`src/rtl/l2_victim_buffer.sv`:
```
// One-entry victim buffer between the L2 and the memory-side line adaptor.
// Absorbs dirty evictions in one cycle, lets misses overtake the write-back, drains when idle.
module l2_victim_buffer #(
  parameter int unsigned SOffset = 5,
  parameter int unsigned SLine   = 256
) (
  input  logic             clk_i,
  input  logic             rst_i,
  input  logic [31:0]      l2_address_i,
  input  logic             l2_read_i,
  input  logic             l2_write_i,
  input  logic [SLine-1:0] l2_wdata_i,
  output logic [SLine-1:0] l2_rdata_o,
  output logic             l2_resp_o,
  output logic [31:0]      pmem_address_o,
  output logic             pmem_read_o,
  output logic             pmem_write_o,
  output logic [SLine-1:0] pmem_wdata_o,
  input  logic [SLine-1:0] pmem_rdata_i,
  input  logic             pmem_resp_i
);

  localparam int unsigned TagW = 32 - SOffset;

  typedef enum logic [1:0] {StIdle, StResp, StFetch, StDrain} state_e;

  state_e            state_q;
  logic              buf_valid_q;
  logic [TagW-1:0]   buf_tag_q;
  logic [SLine-1:0]  buf_data_q;
  logic [SLine-1:0]  l2_rdata_q;
  logic              l2_resp_q;
  logic              pmem_read_q;
  logic              pmem_write_q;
  logic [31:0]       pmem_address_q;

  logic [TagW-1:0]   req_tag;
  logic              hit;
  logic              unused_offset;

  assign req_tag       = l2_address_i[31:SOffset];
  assign hit           = buf_valid_q && (req_tag == buf_tag_q);
  // Offset bits within the line carry no information at this level.
  assign unused_offset = ^l2_address_i[SOffset-1:0];

  always_ff @(posedge clk_i or posedge rst_i) begin
    if (rst_i) begin
      state_q        <= StIdle;
      buf_valid_q    <= 1'b0;
      buf_tag_q      <= '0;
      buf_data_q     <= '0;
      l2_rdata_q     <= '0;
      l2_resp_q      <= 1'b0;
      pmem_read_q    <= 1'b0;
      pmem_write_q   <= 1'b0;
      pmem_address_q <= '0;
    end else begin
      unique case (state_q)
        StIdle: begin
          if (l2_read_i && hit) begin
            l2_rdata_q <= buf_data_q;
            l2_resp_q  <= 1'b1;
            state_q    <= StResp;
          end else if (l2_read_i) begin
            // A miss cannot alias the held line, so it may bypass the pending write-back.
            pmem_read_q    <= 1'b1;
            pmem_address_q <= {req_tag, {SOffset{1'b0}}};
            state_q        <= StFetch;
          end else if (l2_write_i && (hit || !buf_valid_q)) begin
            buf_valid_q <= 1'b1;
            buf_tag_q   <= req_tag;
            buf_data_q  <= l2_wdata_i;
            l2_resp_q   <= 1'b1;
            state_q     <= StResp;
          end else if (l2_write_i || buf_valid_q) begin
            // Conflicting eviction or idle drain; a held write is re-evaluated afterwards.
            pmem_write_q   <= 1'b1;
            pmem_address_q <= {buf_tag_q, {SOffset{1'b0}}};
            state_q        <= StDrain;
          end
        end
        StFetch: begin
          if (pmem_resp_i) begin
            l2_rdata_q  <= pmem_rdata_i;
            pmem_read_q <= 1'b0;
            l2_resp_q   <= 1'b1;
            state_q     <= StResp;
          end
        end
        StDrain: begin
          if (pmem_resp_i) begin
            pmem_write_q <= 1'b0;
            buf_valid_q  <= 1'b0;
            state_q      <= StIdle;
          end
        end
        StResp: begin
          l2_resp_q <= 1'b0;
          state_q   <= StIdle;
        end
        default: state_q <= StIdle;
      endcase
    end
  end

  assign l2_rdata_o     = l2_rdata_q;
  assign l2_resp_o      = l2_resp_q;
  assign pmem_address_o = pmem_address_q;
  assign pmem_read_o    = pmem_read_q;
  assign pmem_write_o   = pmem_write_q;
  assign pmem_wdata_o   = buf_data_q;

endmodule

```
`config.mk`:
```
export PLATFORM = sky130hd
export DESIGN_NAME = l2_victim_buffer
export DESIGN_NICKNAME = d
export VERILOG_FILES = /design/src/rtl/l2_victim_buffer.sv
export SDC_FILE = /design/constraint.sdc
export NUM_CORES = 1
export LEC_CHECK = 0
export CAP_MARGIN = 20
export CORE_AREA = 3 3 425 427
export DETAILED_ROUTE_END_ITERATION = 12
export DIE_AREA = 0 0 428 430
export GPL_TIMING_DRIVEN = 0
export PLACE_DENSITY = 0.44
export SETUP_SLACK_MARGIN = 0.2
export SYNTH_ARGS = -nofsm -noshare
export SYNTH_HDL_FRONTEND = slang
export SYNTH_SLANG_ARGS = --single-unit
```
`constraint.sdc`:
```
create_clock -name clk_i -period 18.6 [get_ports clk_i]
set_clock_uncertainty 0.15 [all_clocks]
set_input_delay 1.86 -clock clk_i [delete_from_list [all_inputs] [get_ports clk_i]]
set_output_delay 1.86 -clock clk_i [all_outputs]
set_load 0.02 [all_outputs]
```
==> reports/qor.yml <==
initial_antenna_violation_count: 52
crit_fanout: 10
first_global_vias: 31120
post-route-drc-count: 0
r2r_start: "state_q[0]$_DFFE_PP0P_"
place.detailed.hpwl_um: 160400
yosys_register_bits: 572
critical_path_launch_point_type: "input port"
slew_viol_final: 0
grt_overflow_total: 0
drt_first_pass_iters: 5
floorplan.core_area_mm2: 0.1765
number_of_sinks_handled_by_clock_tree_synthesis: 572
die-width_um: 428
worst_pin_slew_ns: 1.132
final-setup-viol-count: 0
cp_slowest_cell: "sky130_fd_sc_hd__clkbuf_1"
routabilityCongestion: 0.9002
final_antenna_net_count: 0
finalHoldViolCount: 0
layout_min_cycle_time_ns: 5.615
synth_compound_gate_area_share: 0.1945
syn_area_mm2: 0.02989
holdCritPathClass: "reg -> reg"
cp.arrival_ns: 5.99
synth.mux.area_fraction: 0.1170
max_stage_delay_ns: 0.81
combinational_family_with_the_most_area_after_synthesis: "compound AO/OA/AOI/OAI gates"
synth-seq-area-share: 0.4789
syn-mean-instance-area_um2: 9.616
drt_iter0_markers: 2513
synth-edff-count: 0
worstPathBufferInverterCount: 3
vdd.ir_drop.worst_mv: 0.08249
setup_crit_path_kind: "in -> reg"
post-cts-setup-buffer-count: 0
cts.root.buffer_cell: "sky130_fd_sc_hd__clkbuf_16"
fraction_of_layout_instances_using_a_drive_strength_above_1: 0.07420
fin_ws_ns: 12.99
grt_use_total: 0.2100
required_arrival_time_at_the_worst_endpoint_ns: 18.98
cts_resized: 0
final.hold.worst_slack_ns: 0.3679
cts_max_level: 3
post_synth_xor_area_fraction: 0.007912
endpoint_kind: "flip-flop"
synth_simple_gate_area_share: 0.1189
ctsLongestPathBuffers: 3
p_leak_nw: 19.88
tritoncts.num_buffers: 80
synth_cells: 3108
io_buffer_count: 1084
postSynth.topFlopCell: "sky130_fd_sc_hd__dfrtp_1"
worstPathCellList: "clkdlybuf4s50_1, xnor2_1, nand4_1, nor4_2, nand4_1, o21ai_1, clkbuf_1, buf_2, o221ai_1"
cpLargestDelayFamily: "buffers and inverters"
dieHeight_um: 430
max_cap_violations: 0
nets: 4847
clkSlewWorstSetupHoldPaths_ns: 0.06
dieArea_mm2: 0.1840
hold_path_startpoint: "pmem_wdata_o[15]$_DFFE_PP0P_"
report.power.total_mw: 8.893
via_count: 31520
run_status: "finished, final reports clean"
final.period_utilization: 0.3019
yosys_warnings: 0
startpoint: "l2_address_i[30]"
maximum_number_of_pins_on_one_net_before_global_route_repair: 95
grt_first_pass_wirelength_um: 272000
route.detailed.vias_per_inst: 4.689
insertion_delay_ns: 0.69
cts_tree: "done"
final_wl_um: 201200
final_common_cell: "sky130_fd_sc_hd__clkdlybuf4s50_1"
ctsHoldBuffers: 0
area_delta_synth_final_pct: 56.44
clock.fmax_mhz: 178.1
initial_utilization: 0.1693
dpl_cell_area_mm2: 0.04403
count_of_different_cell_masters_after_synthesis: 47
most_frequent_cell_on_the_critical_path: "sky130_fd_sc_hd__nand4_1"
boundaryPins: 1096
p_per_area_mw_per_mm2: 190.2
unrepaired_setup_endpoints_after_global_routing: "no"
detail_route.wl_per_cell_um: 29.94
postLayoutCellArea_mm2: 0.04676
pre_cts_slack_ns: 12.15
synth_fa_ha_area_frac: 0.001675
postSynth.asyncResetShare: 1.000
slew_headroom: 0.2455
final_cell_mix: "sky130_fd_sc_hd__clkdlybuf4s50_1 (1084), sky130_fd_sc_hd__dfrtp_1 (572), sky130_fd_sc_hd__inv_1 (281), sky130_fd_sc_hd__mux2_1 (270), sky130_fd_sc_hd__nand2_1 (267)"
placementRows: 154
where the power goes:
part           switching [mW]  leakage, nW  internal [mW]  total, mW
Combinational            2.86         11.2           1.96       4.82
Clock                   0.662         1.30          0.955       1.62
Sequential              0.604         7.33           1.85       2.45
Total                    4.13         19.9           4.77       8.89
per-layer routing:
layer  up-vias  GRT usage  part of all wire
li1      13630          -                 -
met1     16290     0.2612              0.41
met2      1337     0.3559              0.49
met3       249    0.04833             0.063
met4         8    0.07240             0.032
met5         -          0           0.00027
cells by family after synthesis:
logic type / after synthesis
multiplexers: 314
other: 1
flip-flops: 572
AND/OR/NAND/NOR: 761
XOR/XNOR: 27
AO/OA/AOI/OAI: 846
adder cells (fa/ha/maj): 4
buffers and inverters: 583
registers in the layout (all words and copies together), names as in the netlist:
name            flops
buf_valid_q         1
l2_resp_o           1
state_q             2
pmem_read_o         1
buf_tag_q          27
pmem_address_o     27
pmem_write_o        1
pmem_wdata_o      256
l2_rdata_o        256
synthesized netlist by cell type, types with 2 or more instances:
cell type                  instances  area, um2
sky130_fd_sc_hd__nand2_1         267       1002
sky130_fd_sc_hd__dfrtp_1         572      14310
sky130_fd_sc_hd__o22ai_1          92      575.6
sky130_fd_sc_hd__buf_4            18      135.1
sky130_fd_sc_hd__mux2i_1          31      310.3
sky130_fd_sc_hd__buf_1            13      48.80
sky130_fd_sc_hd__a31oi_1          83      519.3
sky130_fd_sc_hd__mux2_1          270       3040
sky130_fd_sc_hd__nor2_1          140      525.5
sky130_fd_sc_hd__o211ai_1          2      15.01
sky130_fd_sc_hd__and2_1            2      12.51
sky130_fd_sc_hd__inv_1           282       1059
sky130_fd_sc_hd__a21o_1            2      15.01
sky130_fd_sc_hd__xnor2_1          24      210.2
sky130_fd_sc_hd__and3_1          167       1045
sky130_fd_sc_hd__nand4_1           7      43.79
sky130_fd_sc_hd__o22a_1            7      61.31
sky130_fd_sc_hd__xor2_1            3      26.28
sky130_fd_sc_hd__o21bai_1          2      15.01
sky130_fd_sc_hd__clkinv_1          2      7.510
sky130_fd_sc_hd__o221ai_1        167       1463
sky130_fd_sc_hd__ha_1              4      50.05
sky130_fd_sc_hd__a21oi_1         197      986.0
sky130_fd_sc_hd__mux2_2           13      146.4
sky130_fd_sc_hd__o21ai_0         171      855.8
sky130_fd_sc_hd__o221a_2          89       1002
sky130_fd_sc_hd__clkbuf_1        221      829.6
sky130_fd_sc_hd__a221oi_1         27      236.5
sky130_fd_sc_hd__buf_6            17      191.4
sky130_fd_sc_hd__o311ai_0          2      17.52
sky130_fd_sc_hd__buf_2            29      145.1
sky130_fd_sc_hd__nand3_1         170      850.8
area by class of cell:
class	instances	area (um2)
Timing Repair Buffer	1100	11180
Buffer	298	1360
Antenna cell	28	70.07
Tap cell	2340	2928
Clock inverter	32	377.9
Inverter	285	1077
Clock buffer	109	2283
Fill cell	19030	129700
Sequential cell	572	14310
Multi-Input combinational cell	1957	13170
stage by stage:
| stage | util | cells | setup TNS (ns) |
|---|---|---|---|
| finish | 0.2649 | 6721 | 0 |
| global route | 0.2648 | 6715 | 0 |
| CTS | 0.2645 | 6693 | 0 |
| detailed placement | 0.2494 | 6552 | 0 |
| global placement | 0.2475 | 6536 | -5662.40 |
| floorplan | - | 3112 | 0 |
final timing paths:
path                       slack (ns)                      endpoint  cells past startpoint
max                             12.99    l2_rdata_o[53]$_DFFE_PP0P_                      9
min                              0.37  pmem_wdata_o[15]$_DFFE_PP0P_                      1
max reg2reg                     14.13    l2_rdata_o[47]$_DFFE_PP0P_                      9
min reg2reg                      0.37  pmem_wdata_o[15]$_DFFE_PP0P_                      1
max in group asynchronous       14.95   l2_rdata_o[125]$_DFFE_PP0P_                      5
min in group asynchronous        1.47  pmem_wdata_o[11]$_DFFE_PP0P_                      2
Power figures use the tool's default switching activity.
